==> src/rtl/imm_ext_unit.sv <==
// rtl/imm_ext_unit.sv - immediate extension unit with a 2-entry registered skid buffer
// Optional feature macro: IMM_EXT_BYTE_MODE_EN (mode 11 = byte sign-extend; otherwise mode 11 = sign-extend)
module imm_ext_unit #(
    parameter int NB_EXTEND   = 32,
    parameter int NB_UNEXTEND = 16
) (
    input  logic                   i_clk,
    input  logic                   i_rst_n,
    input  logic                   i_flush,
    input  logic                   i_valid,
    output logic                   o_ready,
    input  logic [1:0]             i_mode,
    input  logic [NB_UNEXTEND-1:0] i_unextended,
    output logic                   o_valid,
    input  logic                   i_ready,
    output logic [NB_EXTEND-1:0]   o_extended
);

    // Number of fill bits above the raw immediate; zero when widths match.
    localparam int NB_PAD = NB_EXTEND - NB_UNEXTEND;

    localparam logic [1:0] MODE_SEXT  = 2'b00;
    localparam logic [1:0] MODE_ZEXT  = 2'b01;
    localparam logic [1:0] MODE_UPPER = 2'b10;
    localparam logic [1:0] MODE_BYTE  = 2'b11;

    // Buffer occupancy: how many results are held (main first, then skid).
    typedef enum logic [1:0] {
        ST_EMPTY = 2'd0,
        ST_ONE   = 2'd1,
        ST_TWO   = 2'd2
    } state_e;

    state_e                 state_q;
    state_e                 state_d;
    logic                   ready_q;
    logic                   ready_d;
    logic [NB_EXTEND-1:0]   main_q;
    logic [NB_EXTEND-1:0]   main_d;
    logic [NB_EXTEND-1:0]   skid_q;
    logic [NB_EXTEND-1:0]   skid_d;

    logic [NB_EXTEND-1:0]   sext_val;
    logic [NB_EXTEND-1:0]   zext_val;
    logic [NB_EXTEND-1:0]   upper_val;
    logic [NB_EXTEND-1:0]   ext_val;
    logic                   push;
    logic                   pop;

    // Width casts handle the equal-width case without zero-width replications.
    assign sext_val  = NB_EXTEND'($signed(i_unextended));
    assign zext_val  = NB_EXTEND'(i_unextended);
    assign upper_val = zext_val << NB_PAD;

`ifdef IMM_EXT_BYTE_MODE_EN
    logic [NB_EXTEND-1:0]   byte_val;

    assign byte_val = NB_EXTEND'($signed(i_unextended[7:0]));

    // Select the extension rule for the incoming immediate, byte mode included.
    always_comb begin
        ext_val = sext_val;
        case (i_mode)
            MODE_SEXT:  ext_val = sext_val;
            MODE_ZEXT:  ext_val = zext_val;
            MODE_UPPER: ext_val = upper_val;
            MODE_BYTE:  ext_val = byte_val;
            default:    ext_val = sext_val;
        endcase
    end
`else
    // Select the extension rule; without byte mode, mode 11 falls back to sign-extend.
    always_comb begin
        ext_val = sext_val;
        case (i_mode)
            MODE_SEXT:  ext_val = sext_val;
            MODE_ZEXT:  ext_val = zext_val;
            MODE_UPPER: ext_val = upper_val;
            default:    ext_val = sext_val;
        endcase
    end
`endif

    // Handshake events; ready comes from a flop so upstream never sees i_ready.
    assign o_valid    = (state_q != ST_EMPTY);
    assign o_ready    = ready_q;
    assign o_extended = main_q;
    assign push       = i_valid && ready_q;
    assign pop        = o_valid && i_ready;

    // Next occupancy and buffer contents; flush wins over any push or pop.
    always_comb begin
        state_d = state_q;
        main_d  = main_q;
        skid_d  = skid_q;
        if (i_flush) begin
            state_d = ST_EMPTY;
            main_d  = '0;
            skid_d  = '0;
        end else begin
            case (state_q)
                ST_EMPTY: begin
                    if (push) begin
                        main_d  = ext_val;
                        state_d = ST_ONE;
                    end
                end
                ST_ONE: begin
                    if (push && pop) begin
                        // Oldest leaves this edge, so the new result becomes head.
                        main_d  = ext_val;
                        state_d = ST_ONE;
                    end else if (push) begin
                        skid_d  = ext_val;
                        state_d = ST_TWO;
                    end else if (pop) begin
                        state_d = ST_EMPTY;
                    end
                end
                ST_TWO: begin
                    // Ready is low here, so only a pop can occur.
                    if (pop) begin
                        main_d  = skid_q;
                        state_d = ST_ONE;
                    end
                end
                default: begin
                    state_d = ST_EMPTY;
                end
            endcase
        end
    end

    // Ready is low only when both entries are occupied after this edge.
    always_comb begin
        ready_d = (state_d != ST_TWO);
    end

    // State and data registers; reset empties the buffer and blocks input for one edge.
    always_ff @(posedge i_clk or negedge i_rst_n) begin
        if (!i_rst_n) begin
            state_q <= ST_EMPTY;
            ready_q <= 1'b0;
            main_q  <= '0;
            skid_q  <= '0;
        end else begin
            state_q <= state_d;
            ready_q <= ready_d;
            main_q  <= main_d;
            skid_q  <= skid_d;
        end
    end

endmodule

==> config.mk <==
export PLATFORM = sky130hd
export DESIGN_NAME = imm_ext_unit
export DESIGN_NICKNAME = d
export VERILOG_FILES = /design/src/rtl/imm_ext_unit.sv
export SDC_FILE = /design/constraint.sdc
export NUM_CORES = 1
export LEC_CHECK = 0
export CAP_MARGIN = 40
export CORE_UTILIZATION = 59
export CTS_BUF_LIST = sky130_fd_sc_hd__clkbuf_4 sky130_fd_sc_hd__clkbuf_8
export CTS_CLUSTER_DIAMETER = 30
export DETAILED_ROUTE_END_ITERATION = 6
export GPL_TIMING_DRIVEN = 1
export PLACE_DENSITY = 0.88
export SYNTH_ARGS = -nofsm -noshare
export SYNTH_HDL_FRONTEND = slang
export SYNTH_SLANG_ARGS = --single-unit
==> constraint.sdc <==
create_clock -name i_clk -period 2.35 [get_ports i_clk]
set_input_delay 0.47 -clock i_clk [delete_from_list [all_inputs] [get_ports i_clk]]
set_output_delay 0.47 -clock i_clk [all_outputs]
set_load 0.01 [all_outputs]
==> impl_metrics.ini <==
[floorplan]
core_region_area_um2 = 5270
die_width_um = 76.9
die-area_um2 = 5920
die_height_um = 76.9
rows = 26
ios = 57
initial_core_util_pct = 62.8

[sta]
relSlewSlack_pct = 52.1
setup_viol = 0
hold_viol_final = 0
fin_setup_tns_ps = 0
worst_pin_slew_ps = 719
fin_crit_ps = 2070
hold-worst-slack_ps = 135
rsz0062_at_grt = false
finalMaxSlewViolations = 0
fmax_mhz = 484
finalClockSkew_ps = 7.56
min_period_over_period_pct = 88.0

[setup_path]
startpoint_type = input pin
path_cells = clkdlybuf4s50_1 -> inv_1 -> ha_1 -> or2_2 -> and3_1 -> a21oi_1 -> o2bb2ai_1
slowest_delay_ps = 480
cp_slowest_cell = clkdlybuf4s50_1
cp.required_ps = 2570
worst-path-max-fanout = 26
crit_path_end_kind = flip-flop
cp.arrival_ps = 2290
critPathKind = input pin to flip-flop

[pwr]
clockPowerShare_pct = 37.5
power.share.switching_pct = 25.5
vdd_ir_drop_max_mv = 0.454
p_comb_share_pct = 17.3
p_leak_nw = 1.76
cellPowerDensity_nw_per_um2 = 665
switchingPower_w = 0.000701
pwr-share-seq_pct = 45.2
intPower_w = 0.00205

[clocking]
htreeDepth = 3
cts_root_buf = clkbuf_8
cts_made_buffers = 9
cts_max_path_buffers = 2
cts_hold_buf = 0
cts_tree = done
post_cts_buffers = 0
path_clk_slew_ps = 70
insertion_delay_ps = 340
clock-sinks = 67
cts_resized = 0

[synthesis]
ys_ff_latch = 67
syn_area_um2 = 3310
synth_cells = 332
synth_compound_area_share_pct = 24.8
ys.flop_type = dfrtp_1
synth_top_family_by_area = compound AO/OA/AOI/OAI gates
ys_types = 34
synth.net_count = 357
yosys_warnings = 0
synthXorXnorAreaFrac_pct = 0.264
synth_edf_count = 0
ys_seq_area_share_pct = 50.6
synthArstFlopShare_pct = 100
synth_area_leaders = dfrtp_1 (51%), a21oi_1 (7.9%), a211o_1 (4.2%), o2bb2ai_1 (4.2%), nor2_1 (3.6%)
yosysTopAreaCell = dfrtp_1
synth_fa_ha_area_share_pct = 0.756
synth-simple-area-share_pct = 16.7
syn_avg_cell_area_um2 = 9.98
yosys.area.top_type_share_pct = 50.6
muxShareOfSynthArea_pct = 0

[placed_design]
place_congestion = 0.788
portBuffers = 56
place_area_um2 = 3910
placedCellCount = 439
hpwl_um = 4800

[routing]
via_per_inst = 6.01
first_pass_iters = 4
ant_nets = 0
drc = 0
vias = 2734
wirelength_um = 7670
avgRoutedWirePerCell_um = 16.9
drt_iter0_markers = 327

[global_route]
grt_pass1_vias = 2679
globalRouteTotalUtil_pct = 28.6
grt_first_pass_wirelength_um = 13100
grt_start_max_net_pins = 68
grt-ovfl-total = 0
antenna_found_initial = 0

[outcome]
status = finished, final reports clean

[hold_path]
holdCritPathClass = input pin to async pin

[final_layout]
antenna_cells = 0
final_cell_area_um2 = 4130
stdcell_count = 455
fin_nets = 405
utilization_pct = 78.4
syn_to_final_growth_pct = 24.7
multi_input_area_um2 = 1420
drive_above_1_share_pct = 15.8
fillers = 365
final_cell_mix = dfrtp_1 (67), clkdlybuf4s50_1 (54), a21oi_1 (52)
regArea_um2 = 1680
mostFrequentLayoutCell = dfrtp_1

[job]
cap_violations = 0
==> metrics by stage <==
| stage | setup WS (ps) | power [W] |
|---|---|---|
| 3_5_place_dp | -69.2 | 0.00174 |
| 2_1_floorplan | 493 | 0.00153 |
| 5_1_grt | 168 | 0.00286 |
| 6_report | 283 | 0.00275 |
| 3_3_place_gp | -23.4 | 0.00173 |
| 4_1_cts | 286 | 0.00276 |
==> cell usage after synthesis (2+ instances only) <==
| cell | number |
|---|---|
| dfrtp_1 | 67 |
| a21oi_1 | 52 |
| nor2_1 | 32 |
| nand2_1 | 25 |
| a211o_1 | 16 |
| and3_1 | 16 |
| nand3_1 | 16 |
| o2bb2ai_1 | 16 |
| a211oi_1 | 15 |
| clkbuf_1 | 12 |
| a21oi_2 | 11 |
| nand2_2 | 10 |
| buf_2 | 9 |
| buf_6 | 6 |
| buf_4 | 3 |
| inv_1 | 3 |
| nand2b_1 | 3 |
| ha_1 | 2 |
| o211ai_1 | 2 |
| or2_2 | 2 |
==> area by class of cell <==
type / count / area share [%]
clock buffer: 15 / 4.54
clock inverter: 1 / 0.727
inverter: 3 / 0.273
multi-input combinational: 230 / 34.3
sequential: 67 / 40.6
tap: 70 / 2.12
timing repair buffer: 69 / 17.5
==> kinds of logic after synthesis <==
| kind of cell | after synthesis |
|---|---|
| flops | 67 |
| fa+ha+maj | 2 |
| simple gates | 111 |
| compound gates | 116 |
| buf+inv | 35 |
| xor+xnor | 1 |
==> path summary, 6_finish.rpt <==
check	from	to	slack (ps)	cells after the start
worst max-delay path	i_mode[0]	o_extended[7]$_DFFE_PN0P_	280	7
worst min-delay path	i_rst_n	skid_q[31]$_DFFE_PN0P_	130	2
worst max register to register	state_q[0]$_DFF_PN0_	o_extended[16]$_DFFE_PN0P_	640	5
worst min register to register	o_extended[3]$_DFFE_PN0P_	o_extended[3]$_DFFE_PN0P_	500	1
max in group asynchronous	i_rst_n	o_extended[24]$_DFFE_PN0P_	1930	2
min in group i_clk	o_extended[3]$_DFFE_PN0P_	o_extended[3]$_DFFE_PN0P_	500	1
==> state kept, by name, indices dropped and copies added, names as in the netlist <==
signal / count
o_extended: 32
skid_q: 32
o_ready: 1
state_q: 2
==> layer usage <==
metal	global-route usage, %	up-vias	share of wire (%)
met5	0	-	0
met4	8.27	0	1.3
met3	6.43	13	5.2
met2	46.2	98	51
met1	38.6	1344	42
li1	-	1279	-
==> critical path: cells and delay by family <==
kind / cells / cell delay (ps)
and+or+nand+nor: 2 / 720
buffers and inverters: 2 / 530
adders and majority gates: 1 / 310
AOI/OAI and AO/OA: 2 / 260
==> power by group through the flow <==
stage	registers, W	logic (W)	clock network, W
3_5_place_dp	0.00126	0.000475	0
3_3_place_gp	0.00126	0.000466	0
6_report	0.00124	0.000475	0.00103
4_1_cts	0.00124	0.000478	0.00104
5_1_grt	0.00125	0.000521	0.00109
2_1_floorplan	0.00127	0.000254	0
Note: power is estimated with default switching activity, not from simulation.
